$ cat config.mk
export PLATFORM = sky130hd
export DESIGN_NAME = mtm_alu_frame_rx
export DESIGN_NICKNAME = d
export VERILOG_FILES = /design/src/rtl/mtm_alu_frame_rx.sv
export SDC_FILE = /design/constraint.sdc
export NUM_CORES = 1
export LEC_CHECK = 0
export CAP_MARGIN = 20
export CORE_MARGIN = 2
export CORE_UTILIZATION = 40
export CTS_CLUSTER_DIAMETER = 50
export CTS_CLUSTER_SIZE = 25
export DETAILED_ROUTE_END_ITERATION = 10
export GPL_ROUTABILITY_DRIVEN = 0
export MAX_ROUTING_LAYER = met4
export PLACE_DENSITY_LB_ADDON = 0.1
export SETUP_SLACK_MARGIN = 0.5
export SLEW_MARGIN = 20
export SYNTH_ARGS = -nofsm -noshare
export SYNTH_HDL_FRONTEND = slang
export SYNTH_SLANG_ARGS = --single-unit
$ cat constraint.sdc
create_clock -name clk -period 5.7 [get_ports clk]
set_input_delay 0.855 -clock clk [delete_from_list [all_inputs] [get_ports clk]]
set_output_delay 0.855 -clock clk [all_outputs]
set_load 0.05 [all_outputs]
$ cat src/rtl/mtm_alu_frame_rx.sv
// mtm_alu_frame_rx
// Serial frame receiver for the ALU datapath. Each clock, one bit is
// sampled from `sin`. The bits form 11-bit packets:
//   start(0), type(0=data,1=cmd), 8 payload bits MSB first, stop(1).
// A frame is BPF = NUM_OPS*DATA_W/8 data packets, followed by one command
// packet with payload {1'b0, opcode[2:0], crc[3:0]}.
// The receiver checks byte count, CRC-4 (x^4+x+1) and stop bits. It then
// loads a report into a single holding register, which the core reads
// over a valid/ready handshake.
//
// Ports:
//   clk          system clock, rising edge
//   rst          asynchronous active-high reset
//   sin          serial input, idle high
//   out_ready    core accepts the held report when high with out_valid
//   out_valid    report available in the holding register
//   out_operands operands, operand 0 in the MSBs (0 on error reports)
//   out_opcode   received opcode (0 on framing errors)
//   out_err      bit0 count/order error, bit1 CRC error, bit2 stop-bit error
//   overflow     one-cycle pulse when a report is dropped because the
//                holding register is still occupied
module mtm_alu_frame_rx #(
    parameter int DATA_W  = 32,
    parameter int NUM_OPS = 2,
    parameter int CRC_EN  = 1
) (
    input  logic                        clk,
    input  logic                        rst,
    input  logic                        sin,
    input  logic                        out_ready,
    output logic                        out_valid,
    output logic [NUM_OPS*DATA_W-1:0]   out_operands,
    output logic [2:0]                  out_opcode,
    output logic [2:0]                  out_err,
    output logic                        overflow
);

    localparam int OPS_W = NUM_OPS * DATA_W;
    localparam int BPF   = OPS_W / 8;
    localparam int CNT_W = $clog2(BPF + 2);

    localparam logic [CNT_W-1:0] BPF_C     = CNT_W'(BPF);
    localparam logic [CNT_W-1:0] CNT_SAT_C = CNT_W'(BPF + 1);

    localparam logic [2:0] S_IDLE    = 3'd0;
    localparam logic [2:0] S_TYPE    = 3'd1;
    localparam logic [2:0] S_PAYLOAD = 3'd2;
    localparam logic [2:0] S_STOP    = 3'd3;
    localparam logic [2:0] S_RESYNC  = 3'd4;

    function automatic logic [3:0] crc_step(input logic [3:0] c, input logic b);
        crc_step = {c[2:0], 1'b0} ^ ((c[3] ^ b) ? 4'b0011 : 4'b0000);
    endfunction

    logic [2:0]       r_state;
    logic [2:0]       r_bitcnt;
    logic             r_type;
    logic [7:0]       r_shift;
    logic [CNT_W-1:0] r_cnt;
    logic [3:0]       r_crc;
    logic [OPS_W-1:0] r_data;

    logic             r_valid;
    logic [OPS_W-1:0] r_ops;
    logic [2:0]       r_opc;
    logic [2:0]       r_err;
    logic             r_ovf;

    logic             w_good_stop;
    logic             w_bad_stop;
    logic             w_cmd_done;
    logic             w_data_done;
    logic             w_rep;
    logic             w_accept;
    logic [2:0]       w_opc;
    logic [3:0]       w_crc_rx;
    logic [3:0]       w_crc_a;
    logic [3:0]       w_crc_b;
    logic [3:0]       w_crc_c;
    logic [3:0]       w_crc_final;
    logic [OPS_W-1:0] w_rep_ops;
    logic [2:0]       w_rep_opc;
    logic [2:0]       w_rep_err;

    assign w_good_stop = (r_state == S_STOP) && sin;
    assign w_bad_stop  = (r_state == S_STOP) && !sin;
    assign w_cmd_done  = w_good_stop && r_type;
    assign w_data_done = w_good_stop && !r_type;
    assign w_rep       = w_cmd_done || w_bad_stop;
    assign w_accept    = r_valid && out_ready;

    assign w_opc    = r_shift[6:4];
    assign w_crc_rx = r_shift[3:0];

    // The CRC closes over the marker bit 1 and then the opcode. Both are
    // known only once the command payload is complete, so the last four
    // steps are unrolled combinationally here.
    assign w_crc_a     = crc_step(r_crc, 1'b1);
    assign w_crc_b     = crc_step(w_crc_a, w_opc[2]);
    assign w_crc_c     = crc_step(w_crc_b, w_opc[1]);
    assign w_crc_final = crc_step(w_crc_c, w_opc[0]);

    always_comb begin
        w_rep_ops = '0;
        w_rep_opc = '0;
        w_rep_err = 3'b000;
        if (w_bad_stop) begin
            w_rep_err = 3'b100;
        end else if (r_cnt != BPF_C) begin
            w_rep_err = 3'b001;
            w_rep_opc = w_opc;
        end else if ((CRC_EN != 0) && (w_crc_final != w_crc_rx)) begin
            w_rep_err = 3'b010;
            w_rep_opc = w_opc;
        end else begin
            w_rep_ops = r_data;
            w_rep_opc = w_opc;
        end
    end

    // Receive FSM and frame accumulation; never stalls on out_ready.
    always_ff @(posedge clk or posedge rst) begin
        if (rst) begin
            r_state  <= S_IDLE;
            r_bitcnt <= '0;
            r_type   <= 1'b0;
            r_shift  <= '0;
            r_cnt    <= '0;
            r_crc    <= '0;
            r_data   <= '0;
        end else begin
            case (r_state)
                S_IDLE: begin
                    if (!sin) r_state <= S_TYPE;
                end
                S_TYPE: begin
                    r_type   <= sin;
                    r_bitcnt <= '0;
                    r_state  <= S_PAYLOAD;
                end
                S_PAYLOAD: begin
                    r_shift  <= {r_shift[6:0], sin};
                    r_bitcnt <= r_bitcnt + 3'd1;
                    if (!r_type) r_crc <= crc_step(r_crc, sin);
                    if (r_bitcnt == 3'd7) r_state <= S_STOP;
                end
                S_STOP: begin
                    r_state <= sin ? S_IDLE : S_RESYNC;
                end
                S_RESYNC: begin
                    if (sin) r_state <= S_IDLE;
                end
                default: r_state <= S_IDLE;
            endcase

            if (w_data_done) begin
                r_data <= (r_data << 8) | OPS_W'(r_shift);
                if (r_cnt != CNT_SAT_C) r_cnt <= r_cnt + CNT_W'(1);
            end

            if (w_rep) begin
                r_cnt <= '0;
                r_crc <= '0;
            end
        end
    end

    // Holding register. If the held report is accepted in the same cycle
    // as a new one arrives, the new report replaces it without a bubble.
    always_ff @(posedge clk or posedge rst) begin
        if (rst) begin
            r_valid <= 1'b0;
            r_ops   <= '0;
            r_opc   <= '0;
            r_err   <= '0;
            r_ovf   <= 1'b0;
        end else begin
            r_ovf <= w_rep && r_valid && !out_ready;
            if (w_rep && (!r_valid || w_accept)) begin
                r_valid <= 1'b1;
                r_ops   <= w_rep_ops;
                r_opc   <= w_rep_opc;
                r_err   <= w_rep_err;
            end else if (w_accept) begin
                r_valid <= 1'b0;
            end
        end
    end

    assign out_valid    = r_valid;
    assign out_operands = r_ops;
    assign out_opcode   = r_opc;
    assign out_err      = r_err;
    assign overflow     = r_ovf;

endmodule

==> impl_metrics.py, run 1 <==
metrics = {
    "status": {
        "status": "finished, final reports clean",
    },
    "clock_network": {
        "quantity_of_gates_resized_following_cts": 0,
        "root_buffer": "clkbuf_16",
        "h-tree-depth": 4,
        "clock_insertion_delay_worst_skew_ns": 0.42,
        "cts_num_sinks": 159,
        "tritoncts_buffers": 17,
        "tritoncts": "built",
        "clk_path_buf_depth": 2,
        "postCtsSetupRepairBufs": 0,
        "hold_buf_cts": 0,
        "clk_pin_slew_ns": 0.06,
    },
    "timing": {
        "report.final.hold_viol_count": 0,
        "tightestPinTransition_ns": 0.675,
        "setup_total_negative_slack_ns": 0,
        "fmax_ghz": 0.336,
        "period_minus_slack_ns": 2.97,
        "finClkSkew_ns": 0.00810,
        "timing.slew.headroom": 0.550,
        "report.final.slew_viol_count": 0,
        "rsz0062_at_grt": "false",
        "layout_worst_path_cycle_share": 0.521,
        "finalSetupViolCount": 0,
    },
    "logic_synthesis": {
        "area_fraction_in_compound_gates_after_synthesis": 0.130,
        "synth_top_cells_by_area": "dfrtp_1 64%, mux2_2 13%, a22o_1 8.2%, o21ai_0 1.4%, a22o_2 1.3%",
        "syn_inst": 420,
        "netlist_area_mm2": 0.00617,
        "synth_simple_gate_area_frac": 0.0393,
        "synth_top_family_by_area": "multiplexers",
        "post_synth_xor_area_fraction": 0.0164,
        "synthMuxAreaShare": 0.133,
        "synth_most_common_cell": "dfrtp_1",
        "synth.largest_area_cell": "dfrtp_1",
        "share_of_synthesized_registers_carrying_an_async_set_or_reset": 1.00,
        "synth_adder_area_share": 0.0101,
        "syn_area_per_cell_um2": 14.7,
        "synth.cells.most_frequent": "159 x dfrtp_1, 73 x mux2_2, 58 x a22o_1",
        "ys_dominant_reg_cell": "dfrtp_1",
        "synthesis.nets": 429,
        "count_of_different_cell_masters_after_synthesis": 35,
        "synth_edf_count": 0,
        "synth.yosys.seq_area_share": 0.645,
        "synth.top_cell.area_share": 0.645,
        "postSynthRegisterBits": 159,
        "yosys_warnings": 0,
    },
    "global_routing": {
        "grt_pass1_vias": 3664,
        "track_usage": 0.169,
        "grt_pass1_wl_um": 20500,
        "gr-max-usage-layer": "met1",
        "grt.met1_usage": 0.239,
        "grt_max_degree": 69,
        "number_of_antenna_violations_at_the_first_check_in_global_routing": 0,
        "overflow": 0,
        "gr-usage-met2": 0.236,
        "grt_util_met3": 0.0392,
    },
    "setup_path": {
        "timing.critical_path.cells": "clkdlybuf4s50_1 -> nand2b_1 -> nor2_4 -> buf_12 -> buf_4 -> mux2_2",
        "critical_path_class": "input pin to register",
        "worst_ep_arrival_time_ns": 3.28,
        "crit_fanout": 27,
        "worstSetupStartpointType": "input pin",
        "worst_path_max_delay_cell": "clkdlybuf4s50_1",
        "cp.buffers_inverters": 3,
        "cp-end-kind": "register",
        "timing.critical_path.slowest_cell_delay_ns": 0.80,
        "cell_type_group_with_the_largest_total_delay_on_the_critical_path": "buffers and inverters",
        "worst_path_required_time_ns": 6.01,
    },
    "place": {
        "i_o_buffers": 75,
        "place.detailed.hpwl_um": 8040,
    },
    "drt": {
        "route.final.wire_length_um": 12500,
        "drc_errors": 0,
        "detail_route.vias_per_cell": 5.23,
        "detail_route.first_pass.iterations": 4,
        "antenna_left": 0,
        "detailroute.via_count": 3664,
        "first_iter_violations": 195,
        "drt-wirelength-per-cell_um": 17.9,
    },
    "floorplan": {
        "fp-row-count": 45,
        "die_height_um": 128,
        "die_w_um": 128,
        "die_area_mm2": 0.0164,
        "floorplan.initialDensity": 0.407,
        "placeableCoreArea_mm2": 0.0151,
        "ios": 76,
    },
    "final_layout": {
        "num_antenna_cells": 0,
        "fill_cells": 1271,
        "postLayoutCoreUtil": 0.511,
        "layout-area-overhead-vs-synth_pct": 25.5,
        "post_route_cells_drive_above_1_share": 0.255,
        "final_net_count": 509,
    },
    "power": {
        "cellLeakagePower_uw": 0.00361,
        "maximum_vdd_ir_drop_uv": 217,
        "power_per_cell_area_mw_per_mm2": 430,
    },
    "job": {
        "max_cap_violations": 0,
    },
    "min_path": {
        "hold_path.class": "register to register",
    },
}
-- per-layer routing --
| metal | vias to the layer above | share of wire |
|---|---|---|
| met4 | 0 | 0.016 |
| met5 | - | 0 |
| met3 | 15 | 0.032 |
| met2 | 76 | 0.45 |
| li1 | 1712 | - |
| met1 | 1861 | 0.50 |
-- logic make-up (layout without fill, tap and decap cells) --
group,count (synthesis),in the layout
multiplexers,73,73
AO/OA/AOI/OAI,98,98
flip-flops,159,159
XOR/XNOR,10,10
adder cells (fa/ha/maj),5,5
AND/OR/NAND/NOR,45,45
buffers and inverters,30,123
-- report_power, final --
group          total (µW)  switching, µW  internal (µW)  leakage (µW)
clock                1100            440            664      0.000286
sequential           1470            177           1300       0.00216
combinational         756            409            347       0.00116
-- cells in the final DEF, fill, tap and decap left out, drive strengths merged, types with 6 or more instances in the layout --
| master | count |
|---|---|
| clkinv | 8 |
| xnor2 | 6 |
| dfrtp | 159 |
| clkdlybuf4s50 | 75 |
| buf | 11 |
| clkbuf | 21 |
| mux2 | 73 |
| nand2 | 17 |
| nor2 | 7 |
| a21oi | 7 |
| o21ai | 17 |
| a22o | 67 |
-- worst paths after layout --
check / start / end / slack, ns / cells past startpoint
max: sin / r_data[38]$_DFFE_PP0P_ / 2.73 / 6
min: r_bitcnt[0]$_DFFE_PP0P_ / r_bitcnt[0]$_DFFE_PP0P_ / 0.48 / 1
max reg2reg: r_shift[5]$_DFFE_PP0P_ / out_operands[62]$_DFFE_PP0P_ / 3.19 / 5
min reg2reg: r_bitcnt[0]$_DFFE_PP0P_ / r_bitcnt[0]$_DFFE_PP0P_ / 0.48 / 1
max in group asynchronous: rst / r_data[24]$_DFFE_PP0P_ / 3.68 / 3
min in group asynchronous: rst / out_operands[5]$_DFFE_PP0P_ / 0.91 / 2
-- through the flow --
stage               power [µW]  setup slack [ns]  cells  cell area (µm²)  hold slack, ns
floorplan                 2020             0.553    420             6170           0.446
global placement          2210              1.90    666             7090           0.468
detailed placement        2250              1.84    668             7150           0.470
CTS                       3360              2.30    700             7720           0.479
global route              3510              2.57    701             7740           0.501
finish                    3330              2.73    701             7740           0.475
-- final cells by class --
cell class,count,area (µm²),share of cell area
flip-flops and latches,159,3980,0.514
multi-input cells,231,2040,0.264
repair buffers,86,886,0.114
clock buffers,21,460,0.0595
well taps,188,235,0.0304
clock inverters,11,115,0.0149
inverters,5,23.8,0.00307
-- state kept, by name (all words and copies together) (netlist names) --
signal,count
r_cnt,4
r_type,1
r_data,64
r_shift,8
out_valid,1
out_operands,64
r_crc,4
r_bitcnt,3
out_opcode,3
overflow,1
out_err,3
r_state,3
(Power assumes the default switching activity.)
==> run 2, diff against run 1 <==
- clock period: 5.7 -> 2.38 ns (I/O delays scaled with it)
==> impl_metrics.py, run 2 (synthesis results as in run 1) <==
metrics = {
    "setup_path": {
        "worst_ep_arrival_time_ns": 2.41,
        "worst_path_required_time_ns": 2.73,
        "timing.critical_path.cells": "xnor3_1 -> or3_4 -> a2111oi_4 -> buf_6 -> clkbuf_16 -> a22o_1",
        "worst_path_max_delay_cell": "xnor3_1",
        "timing.critical_path.slowest_cell_delay_ns": 0.42,
        "cp.buffers_inverters": 2,
        "crit_fanout": 8,
        "cp-end-kind": "register",
        "cell_type_group_with_the_largest_total_delay_on_the_critical_path": "compound AO/OA/AOI/OAI gates",
        "worstSetupStartpointType": "register",
        "critical_path_class": "register to register",
    },
    "drt": {
        "drc_errors": 0,
        "detail_route.vias_per_cell": 5.34,
        "antenna_left": 0,
        "detailroute.via_count": 3794,
        "detail_route.first_pass.iterations": 4,
        "drt-wirelength-per-cell_um": 18.2,
        "route.final.wire_length_um": 13000,
        "first_iter_violations": 248,
    },
    "floorplan": {
        "floorplan.initialDensity": 0.407,
        "placeableCoreArea_mm2": 0.0151,
        "fp-row-count": 45,
        "die_w_um": 128,
        "die_height_um": 128,
        "ios": 76,
        "die_area_mm2": 0.0164,
    },
    "place": {
        "dp_worst_setup_slack_ns": 0.154,
        "place.detailed.instances": 671,
        "place.detailed.hpwl_um": 7690,
        "i_o_buffers": 75,
    },
    "min_path": {
        "hold_path.class": "input pin to asynchronous set/reset pin",
    },
    "timing": {
        "finalSetupViolCount": 0,
        "fin_hold_ws_ns": 0.401,
        "period_minus_slack_ns": 2.06,
        "fmax_ghz": 0.485,
        "tightestPinTransition_ns": 0.610,
        "setup_total_negative_slack_ns": 0,
        "finalWorstSetupSlack_ns": 0.318,
        "timing.slew.headroom": 0.593,
        "report.final.hold_viol_count": 0,
        "layout_worst_path_cycle_share": 0.866,
        "report.final.slew_viol_count": 0,
        "rsz0062_at_grt": "true",
        "finClkSkew_ns": 0.00755,
    },
    "clock_network": {
        "root_buffer": "clkbuf_16",
        "cts_num_sinks": 159,
        "tritoncts_buffers": 17,
        "clk_pin_slew_ns": 0.06,
        "h-tree-depth": 4,
        "tritoncts": "built",
        "clk_path_buf_depth": 2,
        "hold_buf_cts": 0,
        "clock_insertion_delay_worst_skew_ns": 0.42,
    },
    "power": {
        "power_per_cell_area_mw_per_mm2": 1030,
        "maximum_vdd_ir_drop_uv": 547,
        "cellLeakagePower_uw": 0.00406,
    },
    "final_layout": {
        "final_net_count": 520,
        "layout-area-overhead-vs-synth_pct": 27.8,
        "stdcell_count": 711,
        "post_route_cells_drive_above_1_share": 0.273,
        "fill_cells": 1297,
        "num_antenna_cells": 0,
        "layout_common_cells": "159 x dfrtp_1, 73 x mux2_2, 71 x dlygate4sd2_1",
        "layout_commonest_cell": "dfrtp_1",
    },
    "global_routing": {
        "overflow": 0,
        "grt_util_met3": 0.0326,
        "number_of_antenna_violations_at_the_first_check_in_global_routing": 0,
        "grt_max_degree": 110,
        "gr-max-usage-layer": "met2",
        "grt_pass1_vias": 3868,
        "track_usage": 0.175,
        "gr-usage-met2": 0.259,
        "grt_pass1_wl_um": 21300,
        "grt.met1_usage": 0.242,
    },
    "job": {
        "max_cap_violations": 0,
    },
    "status": {
        "status": "finished, final reports clean",
    },
}
run 2: cell count changes in the layout (fill, tap and decap cells not counted), moves of 3 or more:
cell | before | now
a22o_2 | 8 | 4
a22o_4 | 1 | 5
buf_12 | 1 | 6
buf_4 | 8 | 11
clkdlybuf4s50_1 | 75 | 3
dlygate4sd2_1 | 0 | 71
run 2: through the flow:
| stage | util | total power (µW) | instance area (µm²) |
|---|---|---|---|
| 2_1_floorplan | - | 4840 | 6180 |
| 3_3_place_gp | 0.475 | 5340 | 7190 |
| 3_5_place_dp | 0.475 | 5400 | 7190 |
| 4_1_cts | 0.516 | 8190 | 7810 |
| 5_1_grt | 0.521 | 8570 | 7890 |
| 6_report | 0.521 | 8130 | 7890 |
run 2: timing repair:
item / CTS / global route
resized for setup: 76 / 6
setup buffers: 3 / 2
gates cloned: 3 / 1
endpoints found under the setup margin: 158 / 129
pin swaps: 1 / 1
run 2: metal layers:
layer  part of all wire  wire length [µm]
met1               0.47              6150
met2               0.48              6220
met3              0.031               396
met4              0.015               195
met5                  0                 0
run 2: cell type report:
class / count / area [µm²] / share of cell area
Clock buffer: 20 / 467 / 0.0592
Clock inverter: 11 / 139 / 0.0176
Inverter: 5 / 22.5 / 0.00286
Multi-Input combinational cell: 231 / 2070 / 0.263
Sequential cell: 159 / 3980 / 0.505
Tap cell: 188 / 235 / 0.0298
Timing Repair Buffer: 97 / 970 / 0.123
run 2: tightest hold or removal path, delay by kind of cell:
kind                   cells  cell delay (ns)
buffers and inverters      3             0.83
run 2: worst paths after layout:
check / slack (ns) / from / end / cells after the start
max: 0.32 / r_crc[1]$_DFFE_PP0P_ / out_operands[29]$_DFFE_PP0P_ / 6
min: 0.40 / rst / r_data[40]$_DFFE_PP0P_ / 3
max reg2reg: 0.32 / r_crc[1]$_DFFE_PP0P_ / out_operands[29]$_DFFE_PP0P_ / 6
min reg2reg: 0.48 / out_err[0]$_DFFE_PP0P_ / out_err[0]$_DFFE_PP0P_ / 2
max in group asynchronous: 1.42 / rst / r_data[57]$_DFFE_PP0P_ / 3
min in group clk: 0.48 / out_err[0]$_DFFE_PP0P_ / out_err[0]$_DFFE_PP0P_ / 2
run 2: power breakdown:
| group | total [µW] | switching (µW) | internal [µW] |
|---|---|---|---|
| clock | 2770 | 1050 | 1720 |
| sequential | 3500 | 399 | 3100 |
| combinational | 1860 | 1020 | 834 |
| total | 8130 | 2470 | 5660 |
==> run 3, diff against run 2 <==
- SKIP_LAST_GASP: not set -> 1
==> results of run 3 <==
The final DEF is identical to that of run 2; final timing and power are the same.
